--- src/rtl/uart_tx_fifo.sv ---
// 8N1 UART transmitter with a small input byte FIFO (valid/ready push side).
// Frames run back to back while the FIFO holds data; TXD and busy come from registers.
module uart_tx_fifo #(
  parameter int CLKS_PER_BIT = 104,
  parameter int FIFO_DEPTH   = 4
) (
  input  logic                        CLK,
  input  logic                        RESET,
  input  logic [7:0]                  in_data,
  input  logic                        in_valid,
  output logic                        in_ready,
  output logic                        TXD,
  output logic                        busy,
  output logic [$clog2(FIFO_DEPTH):0] fifo_count
);

  localparam int PTR_W  = $clog2(FIFO_DEPTH);
  localparam int CNT_W  = PTR_W + 1;
  localparam int BAUD_W = $clog2(CLKS_PER_BIT);

  localparam logic [CNT_W-1:0]  DEPTH_C   = CNT_W'(FIFO_DEPTH);
  localparam logic [CNT_W-1:0]  CNT_ZERO  = {CNT_W{1'b0}};
  localparam logic [BAUD_W-1:0] BAUD_LAST = BAUD_W'(CLKS_PER_BIT - 1);
  localparam logic [BAUD_W-1:0] BAUD_ZERO = {BAUD_W{1'b0}};

  localparam logic [1:0] ST_IDLE  = 2'd0;
  localparam logic [1:0] ST_START = 2'd1;
  localparam logic [1:0] ST_DATA  = 2'd2;
  localparam logic [1:0] ST_STOP  = 2'd3;

  logic [7:0]        mem_r [FIFO_DEPTH];
  logic [PTR_W-1:0]  wr_ptr_r;
  logic [PTR_W-1:0]  rd_ptr_r;
  logic [CNT_W-1:0]  cnt_r;
  logic [CNT_W-1:0]  cnt_s;
  logic              push_s;
  logic              pop_s;
  logic [7:0]        head_s;

  logic [1:0]        state_r;
  logic [1:0]        state_s;
  logic [BAUD_W-1:0] baud_r;
  logic [BAUD_W-1:0] baud_s;
  logic [2:0]        bit_r;
  logic [2:0]        bit_s;
  logic [7:0]        shift_r;
  logic [7:0]        shift_s;
  logic              txd_r;
  logic              txd_s;
  logic              busy_r;
  logic              busy_s;

  assign in_ready   = (cnt_r < DEPTH_C);
  assign push_s     = in_valid && in_ready;
  assign head_s     = mem_r[rd_ptr_r];
  assign TXD        = txd_r;
  assign busy       = busy_r;
  assign fifo_count = cnt_r;

  // Frame sequencer: pops the head in IDLE or on the last STOP cycle.
  always_comb begin
    state_s = state_r;
    baud_s  = baud_r;
    bit_s   = bit_r;
    shift_s = shift_r;
    txd_s   = txd_r;
    pop_s   = 1'b0;
    case (state_r)
      ST_IDLE: begin
        baud_s = BAUD_ZERO;
        if (cnt_r != CNT_ZERO) begin
          pop_s   = 1'b1;
          shift_s = head_s;
          state_s = ST_START;
          txd_s   = 1'b0;
        end else begin
          txd_s = 1'b1;
        end
      end
      ST_START: begin
        if (baud_r == BAUD_LAST) begin
          baud_s  = BAUD_ZERO;
          bit_s   = 3'd0;
          state_s = ST_DATA;
          txd_s   = shift_r[0];
        end else begin
          baud_s = baud_r + BAUD_W'(1);
        end
      end
      ST_DATA: begin
        if (baud_r == BAUD_LAST) begin
          baud_s = BAUD_ZERO;
          if (bit_r == 3'd7) begin
            state_s = ST_STOP;
            txd_s   = 1'b1;
          end else begin
            // shift_r[0] is the bit on the line; expose the next one now
            shift_s = {1'b0, shift_r[7:1]};
            txd_s   = shift_r[1];
            bit_s   = bit_r + 3'd1;
          end
        end else begin
          baud_s = baud_r + BAUD_W'(1);
        end
      end
      ST_STOP: begin
        if (baud_r == BAUD_LAST) begin
          baud_s = BAUD_ZERO;
          if (cnt_r != CNT_ZERO) begin
            pop_s   = 1'b1;
            shift_s = head_s;
            state_s = ST_START;
            txd_s   = 1'b0;
          end else begin
            state_s = ST_IDLE;
            txd_s   = 1'b1;
          end
        end else begin
          baud_s = baud_r + BAUD_W'(1);
        end
      end
      default: begin
        state_s = ST_IDLE;
        baud_s  = BAUD_ZERO;
        bit_s   = 3'd0;
        txd_s   = 1'b1;
      end
    endcase
  end

  // Next occupancy and registered busy flag.
  always_comb begin
    cnt_s = cnt_r;
    case ({push_s, pop_s})
      2'b10:   cnt_s = cnt_r + CNT_W'(1);
      2'b01:   cnt_s = cnt_r - CNT_W'(1);
      default: cnt_s = cnt_r;
    endcase
    busy_s = (state_s != ST_IDLE) || (cnt_s != CNT_ZERO);
  end

  // FIFO storage; contents are only meaningful between the pointers.
  always_ff @(posedge CLK) begin
    if (push_s) begin
      mem_r[wr_ptr_r] <= in_data;
    end
  end

  // Control state, pointers and line register.
  always_ff @(posedge CLK or posedge RESET) begin
    if (RESET) begin
      state_r  <= ST_IDLE;
      baud_r   <= BAUD_ZERO;
      bit_r    <= 3'd0;
      shift_r  <= 8'h00;
      txd_r    <= 1'b1;
      busy_r   <= 1'b0;
      cnt_r    <= CNT_ZERO;
      wr_ptr_r <= {PTR_W{1'b0}};
      rd_ptr_r <= {PTR_W{1'b0}};
    end else begin
      state_r <= state_s;
      baud_r  <= baud_s;
      bit_r   <= bit_s;
      shift_r <= shift_s;
      txd_r   <= txd_s;
      busy_r  <= busy_s;
      cnt_r   <= cnt_s;
      if (push_s) begin
        wr_ptr_r <= wr_ptr_r + PTR_W'(1);
      end
      if (pop_s) begin
        rd_ptr_r <= rd_ptr_r + PTR_W'(1);
      end
    end
  end

endmodule
--- config.mk ---
export PLATFORM = sky130hd
export DESIGN_NAME = uart_tx_fifo
export DESIGN_NICKNAME = d
export VERILOG_FILES = /design/src/rtl/uart_tx_fifo.sv
export SDC_FILE = /design/constraint.sdc
export NUM_CORES = 1
export LEC_CHECK = 0
export ABC_AREA = 1
export ABC_CLOCK_PERIOD_IN_PS = 6200
export CORE_MARGIN = 5
export CORE_UTILIZATION = 26
export CTS_CLUSTER_SIZE = 40
export DETAILED_ROUTE_END_ITERATION = 10
export GPL_TIMING_DRIVEN = 0
export PLACE_DENSITY = 0.43
export SLEW_MARGIN = 0
export SYNTH_ARGS = -nofsm -noshare
export SYNTH_HDL_FRONTEND = slang
export SYNTH_SLANG_ARGS = --single-unit
--- constraint.sdc ---
create_clock -name CLK -period 6.2 [get_ports CLK]
set_clock_uncertainty 0.15 [all_clocks]
set_input_delay 1.24 -clock CLK [delete_from_list [all_inputs] [get_ports CLK]]
set_output_delay 1.24 -clock CLK [all_outputs]
set_load 0.03 [all_outputs]
==> summary.txt, run 1 <==
I/O Buffers: 16
Syn Inst Count: 284
critical path peak fanout: 8
Post-DP HPWL: 3861 um
Net Sw Power: 0.3019 mW
Residual DRC: 0
Mapped Area: 2861 um2
root buffer cell: clkbuf_8
largest family of logic cells by synthesized area: simple AND/OR/NAND/NOR gates
worst path bufs/invs: 3
clk_lat worst skew: 340 ps
Seq cells post-synth: 61
asr flop ratio synth: 47.54%
largest cells by area after synthesis: edfxtp_1, dfrtp_1, nand2_1
Yosys cell types: 29
RSZ-0062 raised after global routing: no
Worst-Margin Slew: 1127 ps
post-CTS resize count: 0
Simple-Gate Fraction of Synth Area: 20.29%
setup TNS: 0 ps
Peak Freq: 0.3244 GHz
mux cell area share after synthesis: 0%
WHS Path Cells: 2
critical path depth: 12
Pre-Repair DR Iteration Count: 4
Clock Sinks: 61
Rows: 38
Die Footprint: 13200 um2
Initial Utilization: 26.51%
number of CTS-inserted buffers: 9
core area: 10790 um2
clock power share: 36.4%
RD Place Congestion: 0.7307
largest delay contributor family on the critical path: simple AND/OR/NAND/NOR gates
Post-Synth Adder-Cell Area: 6.384%
cell taking the most area after synthesis: edfxtp_1
Crit. End Element: flop
Seq pwr share: 46.1%
nets: 336
largest stage delay on the critical path: 400 ps
largest net degree at the start of global routing: 30
Chip Width: 114.9 um
Main synth FF type: edfxtp_1
WL/cell: 12.02 um
HP Class: flop to flop
CTS Buffer Depth: 2
area fraction in compound gates after synthesis: 6.515%
Mean Syn Cell Area: 10.08 um2
drt total wl: 5481 um
number of global-route vias before repair: 2012
top-area cell type share of the netlist area: 33.58%
first-pass GRT wire length: 9777 um
max-slew violations: 0
overall via count from detail_route: 1864
critical path class: input port to flop
CTS tree: done
Max VDD drop: 0.1352 mV
Setup Viol. Count Final: 0
most used cell, CP: nand2_1
warnings from Yosys: 0
worst reg2reg path depth: 15
PwrDens: 313.7 nW/um2
Top Ports: 17
Final Util: 31.67%
hold buffers post-CTS: 0
syn nets: 309
Slew headroom: 24.77%
post-synthesis xor/xnor area fraction: 2.143%
CP max-delay cell: clkdlybuf4s50_1
H-tree Lvls: 3
Switching Share: 28.16%
status: completed
area delta synth->final: 19.46%
Detail Route Antenna Nets: 0
Clock transition at path regs: 70 ps
fin crit share: 49.72%
Post-synth EDFFs: 32
Chip Height: 114.9 um
worst path arrival time: 3160 ps
Vias per Instance: 4.088
Fin. Hold Viols: 0
GRT Overall Usage: 9.654%
initial antenna violation count: 0
layout cells sized above 1: 10.76%
grt ovf: 0
# diodes: 0
worst-path cell chain: clkdlybuf4s50_1 -> nand2_1 -> ha_1 -> inv_1 -> fa_1 -> nand2_1 -> nand3b_1 -> xor2_1 -> inv_1 -> nand2_1 -> nor2_1 -> nand2_1
startpoint types: input port
setup repair bufs after CTS: 0
Initial DRC Count: 74
cell internal pwr: 0.7702 mW
sequential fraction of the synthesis area: 58.99%
LEAKAGE: 1.449 nW
logic gate share of total power: 17.5%
CP required: 6270 ps
Tmin final: 3083 ps
Max Cap Viol: 0
-- path summary, 6_finish.rpt --
check / startpoint / to / slack, ps
max: in_valid / busy / 3120
min: TXD / TXD / 320
max reg2reg: baud_r[0] / busy / 3510
min reg2reg: TXD / TXD / 320
max in group asynchronous: RESET / baud_r[2] / 3870
min in group asynchronous: RESET / shift_r[6] / 1350
-- placed cells by master, fill, tap and decap left out, types with 2 or more instances in the layout --
| cell type | instances |
|---|---|
| clkdlybuf4s50_1 | 16 |
| o21ai_0 | 14 |
| clkbuf_1 | 2 |
| nor2_1 | 18 |
| clkinvlp_4 | 2 |
| nand2_1 | 74 |
| buf_2 | 4 |
| clkbuf_8 | 9 |
| inv_1 | 29 |
| nand3_1 | 26 |
| nand2_4 | 3 |
| edfxtp_1 | 32 |
| dfrtp_1 | 28 |
| nor3b_1 | 2 |
| nand2_2 | 2 |
| a21oi_1 | 5 |
| inv_2 | 3 |
| o21ai_1 | 11 |
| ha_1 | 13 |
| xor2_1 | 6 |
| bufinv_16 | 2 |
-- layout make-up --
| cell class | instances | area, um2 |
|---|---|---|
| Timing Repair Buffer | 16 | 160.2 |
| Buffer | 7 | 38.79 |
| Tap cell | 140 | 175.2 |
| Clock inverter | 7 | 97.59 |
| Clock buffer | 9 | 123.9 |
| Sequential cell | 61 | 1688 |
| Multi-Input combinational cell | 183 | 1011 |
| Fill cell | 1109 | 7375 |
| Inverter | 33 | 123.9 |
-- sequential cells by signal, indices dropped and copies added, names as in the netlist --
register and count:
rd_ptr_r 2, busy 1, baud_r 7, bit_r 3, state_r 2, mem_r 32, shift_r 8, fifo_count 3
wr_ptr_r 2, TXD 1
-- metrics by stage --
step                      cell area (um2)  std cells  power [mW]  worst slack, ps  hold slack (ps)
after floorplan                      2861        284      0.6286             3379            282.9
after global placement               3197        440      0.6951             2782            309.0
after detailed placement             3197        440      0.6963             2753            308.7
after CTS                            3418        456       1.095             3116            319.2
after global routing                 3418        456       1.144             2893            332.2
final                                3418        456       1.072             3117            318.3
-- cells in the mapped netlist (3+ instances only) --
| cell type | n |
|---|---|
| edfxtp_1 | 32 |
| nand2_4 | 3 |
| nor2_1 | 18 |
| dfrtp_1 | 28 |
| xor2_1 | 6 |
| o21ai_1 | 11 |
| nand2_1 | 74 |
| o21ai_0 | 14 |
| buf_2 | 4 |
| ha_1 | 13 |
| inv_1 | 29 |
| a21oi_1 | 5 |
| inv_2 | 3 |
| nand3_1 | 26 |
-- per-layer routing --
metal	GRT usage (%)	share of wire (%)	vias to the layer above	routed length [um]
li1	-	-	982	-
met1	12.33	48	854	2632
met2	15.20	47	22	2586
met3	2.684	3.0	6	166
met4	4.460	1.7	0	95
met5	0	0	-	0
-- worst reg2reg max path: cells and delay by family, from the launching register on --
family	cells	cell delay, ps
buffers and inverters	2	120
flip-flops	1	380
adder cells (fa/ha/maj)	3	790
XOR/XNOR	1	170
AND/OR/NAND/NOR	8	720
AO/OA/AOI/OAI	1	250
-- cell families after synthesis --
logic type | Yosys count
AND/OR/NAND/NOR | 129
flip-flops | 61
buffers and inverters | 40
AO/OA/AOI/OAI | 33
adder cells (fa/ha/maj) | 14
XOR/XNOR | 7
-- power groups by stage --
| stage | Sequential [mW] | Combinational, mW | Clock (mW) |
|---|---|---|---|
| after CTS | 0.495 | 0.193 | 0.407 |
| after floorplan | 0.520 | 0.109 | 0 |
| final | 0.494 | 0.187 | 0.391 |
| after global routing | 0.500 | 0.214 | 0.430 |
| after detailed placement | 0.503 | 0.194 | 0 |
| after global placement | 0.503 | 0.192 | 0 |
Note: power is estimated with default switching activity, not from simulation.
==> run 2, diff against run 1 <==
--- a/config.mk
+++ b/config.mk
@@ -6,7 +6,7 @@
 export NUM_CORES = 1
 export LEC_CHECK = 0
 export ABC_AREA = 1
-export ABC_CLOCK_PERIOD_IN_PS = 6200
+export ABC_CLOCK_PERIOD_IN_PS = 2900
 export CORE_MARGIN = 5
 export CORE_UTILIZATION = 26
 export CTS_CLUSTER_SIZE = 40
==> constraint.sdc (replaced) <==
create_clock -name CLK -period 2.9 [get_ports CLK]
set_clock_uncertainty 0.15 [all_clocks]
set_input_delay 0.58 -clock CLK [delete_from_list [all_inputs] [get_ports CLK]]
set_output_delay 0.58 -clock CLK [all_outputs]
set_load 0.03 [all_outputs]
==> summary.txt, run 2 (synthesis results as in run 1) <==
cell internal pwr: 1.650 mW (was 0.7702 mW)
Switching Share: 28.40% (was 28.16%)
Vias per Instance: 4.092 (was 4.088)
RSZ-0062 raised after global routing: no (unchanged)
HP Class: flop to flop (unchanged)
max FFs per register: 32 (unchanged)
Setup Viol. Count Final: 0 (unchanged)
Largest Register: mem_r (unchanged)
Net Sw Power: 0.6543 mW (was 0.3019 mW)
CTS tree: done (unchanged)
largest registers: mem_r x32, shift_r x8, baud_r x7 (unchanged)
Detail Route Antenna Nets: 0 (unchanged)
RD Place Congestion: 0.7307 (unchanged)
critical path peak fanout: 5 (was 8)
Residual DRC: 0 (unchanged)
CP required: 2970 ps (was 6270 ps)
grt ovf: 0 (unchanged)
layout cells sized above 1: 11.99% (was 10.76%)
number of global-route vias before repair: 2012 (unchanged)
dpl cell area: 3197 um2 (unchanged)
Non-Filler Instances: 457 (was 456)
Pre-Repair DR Iteration Count: 4 (unchanged)
logic gate share of total power: 17.7% (was 17.5%)
hold buffers post-CTS: 0 (unchanged)
clock power share: 36.5% (was 36.4%)
number of CTS-inserted buffers: 9 (unchanged)
Peak Freq: 0.3799 GHz
area delta synth->final: 20.51% (was 19.46%)
H-tree Lvls: 3 (unchanged)
first-pass GRT wire length: 9777 um (unchanged)
LEAKAGE: 1.453 nW (was 1.449 nW)
nets: 337 (was 336)
Top Ports: 17 (unchanged)
# diodes: 0 (unchanged)
WL/cell: 12.09 um (was 12.02 um)
Initial DRC Count: 75 (was 74)
Tmin final: 2632 ps
placed cells: 440 (unchanged)
startpoint types: flop (was input port)
fin crit share: 90.76%
final instance area: 3448 um2 (was 3418 um2)
Rows: 38 (unchanged)
clk_lat worst skew: 340 ps (about the same)
critical path class: flop to flop (was input port to flop)
Max VDD drop: 0.2892 mV (was 0.1352 mV)
core area: 10790 um2 (unchanged)
commonest non-fill, non-tap cells in the layout: nand2_1, edfxtp_1, inv_1 (unchanged)
Clock transition at path regs: 70 ps (about the same)
Crit. End Element: flop (unchanged)
GRT Overall Usage: 9.654% (unchanged)
PwrDens: 668.1 nW/um2 (was 313.7 nW/um2)
initial antenna violation count: 0 (unchanged)
root buffer cell: clkbuf_8 (unchanged)
overall via count from detail_route: 1870 (was 1864)
Fin. Hold Viols: 0 (unchanged)
drt total wl: 5524 um (was 5481 um)
Post-DP HPWL: 3861 um (unchanged)
status: completed (unchanged)
Clock Sinks: 61 (unchanged)
max-slew violations: 0 (unchanged)
I/O Buffers: 16 (unchanged)
Chip Width: 114.9 um (unchanged)
CTS Buffer Depth: 2 (unchanged)
most common cell after layout, fill and taps aside: nand2_1 (unchanged)
Chip Height: 114.9 um (unchanged)
Seq pwr share: 45.9% (was 46.1%)
Die Footprint: 13200 um2 (unchanged)
worst path arrival time: 2710 ps (was 3160 ps)
Worst-Margin Slew: 1128 ps (was 1127 ps)
Initial Utilization: 26.51% (unchanged)
setup TNS: 0 ps (unchanged)
Slew headroom: 24.74% (was 24.77%)
Max Cap Viol: 0 (unchanged)
largest net degree at the start of global routing: 30 (unchanged)
[run 2: cell count changes in the layout (fill, tap and decap cells not counted), sizes merged]
cell	previous run	this run
buf	5	6
[run 2: worst paths after layout]
| check | from | end | slack [ps] | depth (start not counted) |
|---|---|---|---|---|
| max | state_r[1] | busy | 270 | 15 |
| min | TXD | TXD | 320 | 2 |
| max reg2reg | state_r[1] | busy | 270 | 15 |
| min reg2reg | TXD | TXD | 320 | 2 |
| max in group asynchronous | RESET | baud_r[2] | 1230 | 2 |
| min in group asynchronous | RESET | shift_r[6] | 690 | 2 |
[run 2: through the flow]
step	util, %	worst slack [ps]	hold WS, ps	total power [mW]
after CTS	31.67	161.2	319.2	2.340
final	31.95	267.8	318.5	2.304
after global routing	31.95	10.76	332.3	2.452
after detailed placement	29.62	113.4	308.7	1.489
after floorplan	-	342.4	282.9	1.344
after global placement	29.62	142.0	309.0	1.486
[run 2: power by group through the flow]
stage | clock network, mW | registers, mW | logic, mW
3_5_place_dp | 0 | 1.07 | 0.414
4_1_cts | 0.869 | 1.06 | 0.413
6_report | 0.840 | 1.06 | 0.407
2_1_floorplan | 0 | 1.11 | 0.232
5_1_grt | 0.920 | 1.07 | 0.464
3_3_place_gp | 0 | 1.08 | 0.411
[run 2: worst max-delay path, stage by stage, from the launching register on]
cell and delay [ps]:
dfrtp_1 400, inv_1 150, ha_1 260, inv_1 70, nand2_1 110, a21oi_4 160
ha_1 180, inv_1 60, fa_1 370, nand2_1 80, nand3b_1 110, xor2_2 170
inv_1 60, nand2_1 40, nor2_1 90, nand2_1 50
[run 2: area by class of cell]
cell class,count,area [um2]
Fill cell,1109,7345
Sequential cell,61,1688
Multi-Input combinational cell,183,1033
Tap cell,140,175.2
Timing Repair Buffer,17,167.7
Clock buffer,9,123.9
Inverter,33,123.9
Clock inverter,7,97.59
Buffer,7,38.79
[run 2: metal layers]
| layer | GRT usage [%] | up-vias | part of all wire [%] | routed length (um) |
|---|---|---|---|---|
| met5 | 0 | - | 0 | 0 |
| met4 | 4.460 | 0 | 1.7 | 96 |
| met3 | 2.684 | 6 | 2.7 | 149 |
| met2 | 15.20 | 20 | 47 | 2605 |
| met1 | 12.33 | 861 | 48 | 2673 |
| li1 | - | 983 | - | - |
[run 2: timing repair]
item | in CTS | in global routing
setup endpoints to repair | 0 | 1
hold endpoints to repair | 0 | 0
buffers inserted | 0 | 1
gates resized for setup | 0 | 4
==> run 3, diff against run 2 <==
--- a/config.mk
+++ b/config.mk
@@ -7,8 +7,9 @@
 export LEC_CHECK = 0
 export ABC_AREA = 1
 export ABC_CLOCK_PERIOD_IN_PS = 2900
-export CORE_MARGIN = 5
+export CORE_MARGIN = 8
 export CORE_UTILIZATION = 26
+export CTS_BUF_LIST = sky130_fd_sc_hd__clkbuf_16
 export CTS_CLUSTER_SIZE = 40
 export DETAILED_ROUTE_END_ITERATION = 10
 export GPL_TIMING_DRIVEN = 0
==> summary.txt, run 3 (synthesis results as in run 1) <==
GR Util met3: 2.420% (was 2.684%)
Max Cap Viol: 0 (unchanged)
Die Footprint: 14620 um2 (was 13200 um2)
clk_lat worst skew: 330 ps (was 340 ps)
worst path bufs/invs: 2 (was 4)
most used cell, CP: nand2_1
CP required: 2970 ps (about the same)
met1 Use GR: 9.994% (was 12.33%)
worst path arrival time: 2730 ps (was 2710 ps)
Worst-Margin Slew: 1147 ps (was 1128 ps)
fin crit share: 91.74% (was 90.76%)
startpoint types: flop (unchanged)
I/O Buffers: 16 (unchanged)
area delta synth->final: 23.52% (was 20.51%)
max FFs per register: 32 (unchanged)
max-slew violations: 0 (unchanged)
first-pass GRT wire length: 9356 um (was 9777 um)
Tmin final: 2661 ps (was 2632 ps)
RD Place Congestion: 0.7213 (was 0.7307)
largest delay contributor family on the critical path: adder cells (unchanged)
largest registers: mem_r x32, shift_r x8, baud_r x7 (unchanged)
Clock transition at path regs: 50 ps (was 70 ps)
Chip Width: 120.9 um (was 114.9 um)
CTS tree: done (unchanged)
Initial DRC Count: 54 (was 75)
commonest non-fill, non-tap cells in the layout: nand2_1, edfxtp_1, inv_1 (unchanged)
PwrDens: 739.0 nW/um2 (was 668.1 nW/um2)
largest stage delay on the critical path: 370 ps (was 400 ps)
worst-path cell chain: ha_1 -> nand2_2 -> nor2_4 -> nand3_1 -> a21oi_4 -> ha_1 -> inv_1 -> fa_1 -> nand2_1 -> nand3b_1 -> xor2_1 -> inv_1 -> nand2_1 -> nor2_1 -> nand2_1 (was inv_1 -> ha_1 -> inv_1 -> nand2_1 -> a21oi_4 -> ha_1 -> inv_1 -> fa_1 -> nand2_1 -> nand3b_1 -> xor2_2 -> inv_1 -> nand2_1 -> nor2_1 -> nand2_1)
Final Util: 32.75% (was 31.95%)
CTS Buffer Depth: 2 (unchanged)
HP Class: flop to flop (unchanged)
Crit. End Element: flop (unchanged)
most common cell after layout, fill and taps aside: nand2_1 (unchanged)
Pre-Repair DR Iteration Count: 4 (unchanged)
root buffer cell: clkbuf_16 (was clkbuf_8)
layout cells sized above 1: 10.73% (was 11.99%)
core area: 10790 um2 (unchanged)
H-tree Lvls: 3 (unchanged)
Slew headroom: 23.47% (was 24.74%)
Post-DP HPWL: 3904 um (was 3861 um)
Detail Route Antenna Nets: 0 (unchanged)
Vias per Instance: 4.166 (was 4.092)
Hold WS: 320.2 ps (was 318.5 ps)
GRT Overall Usage: 8.395% (was 9.654%)
Clock Sinks: 61 (unchanged)
status: completed (unchanged)
Residual DRC: 0 (unchanged)
# diodes: 0 (unchanged)
CP max-delay cell: dfrtp_1 (unchanged)
critical path peak fanout: 3 (was 5)
setup TNS: 0 ps (unchanged)
drt total wl: 5629 um (was 5524 um)
initial antenna violation count: 0 (unchanged)
Chip Height: 120.9 um (was 114.9 um)
Max VDD drop: 0.2840 mV (was 0.2892 mV)
number of global-route vias before repair: 1921 (was 2012)
Rows: 38 (unchanged)
critical path class: flop to flop (unchanged)
Initial Utilization: 26.51% (unchanged)
Largest Register: mem_r (unchanged)
number of CTS-inserted buffers: 9 (unchanged)
Setup Viol. Count Final: 0 (unchanged)
grt ovf: 0 (unchanged)
LEAKAGE: 1.503 nW (was 1.453 nW)
overall via count from detail_route: 1904 (was 1870)
Peak Freq: 0.3759 GHz (was 0.3799 GHz)
largest net degree at the start of global routing: 30 (unchanged)
nets: 337 (unchanged)
Power Total: 2.612 mW (was 2.304 mW)
met2 Usage GRT: 13.37% (was 15.20%)
Fin. Hold Viols: 0 (unchanged)
hold buffers post-CTS: 0 (unchanged)
busiest grt layer: met2 (unchanged)
Filler cells: 1071 (was 1109)
WL/cell: 12.32 um (was 12.09 um)
Top Ports: 17 (unchanged)
==> run 3: worst paths after layout <==
kind / to / cells after the start / from / slack, ps
worst max-delay path: busy / 15 / baud_r[0] / 240
min in group asynchronous: shift_r[6] / 2 / RESET / 710
max in group asynchronous: baud_r[0] / 2 / RESET / 1200
worst min register to register: baud_r[0] / 1 / baud_r[0] / 320
worst max register to register: busy / 15 / baud_r[0] / 240
worst min-delay path: baud_r[0] / 1 / baud_r[0] / 320
==> run 3: worst reg2reg max path, stage by stage (launching register included) <==
cell      delay (ps)
dfrtp_1          370
ha_1             210
nand2_2          100
nor2_4           140
nand3_1          150
a21oi_4          210
ha_1             190
inv_1             70
fa_1             370
nand2_1           80
nand3b_1          90
xor2_1           170
inv_1             60
nand2_1           50
nor2_1           100
nand2_1           50
==> run 3: through the flow <==
| stage | instances | setup WS [ps] | cell area (um2) |
|---|---|---|---|
| 3_5_place_dp | 440 | 123.2 | 3197 |
| 2_1_floorplan | 284 | 342.4 | 2861 |
| 6_report | 457 | 239.5 | 3535 |
| 3_3_place_gp | 440 | 141.6 | 3197 |
| 5_1_grt | 457 | -2.405 | 3535 |
| 4_1_cts | 456 | 150.5 | 3520 |
==> run 3: per-layer routing <==
metal	vias up	wire (um)
li1	988	-
met1	880	2668
met2	28	2654
met3	8	177
met4	0	129
met5	-	0
==> run 3: layout make-up <==
class	count	area (um2)	area share [%]
tap	140	175.2	4.956
buffer	7	38.79	1.097
sequential	61	1688	47.75
timing repair buffer	17	167.7	4.743
clock inverter	7	97.59	2.761
clock buffer	9	225.2	6.372
inverter	33	123.9	3.504
multi-input combinational	183	1018	28.81
==> run 3: where the power goes <==
part	switching [mW]	internal (mW)
clock network	0.394	0.756
registers	0.0400	1.02
logic	0.259	0.143
total	0.693	1.92
==> run 3: what timing repair did <==
action	in CTS	in global routing
resized for setup	0	1
setup buffers	0	1
setup endpoints to repair	0	1
hold endpoints to repair	0	0
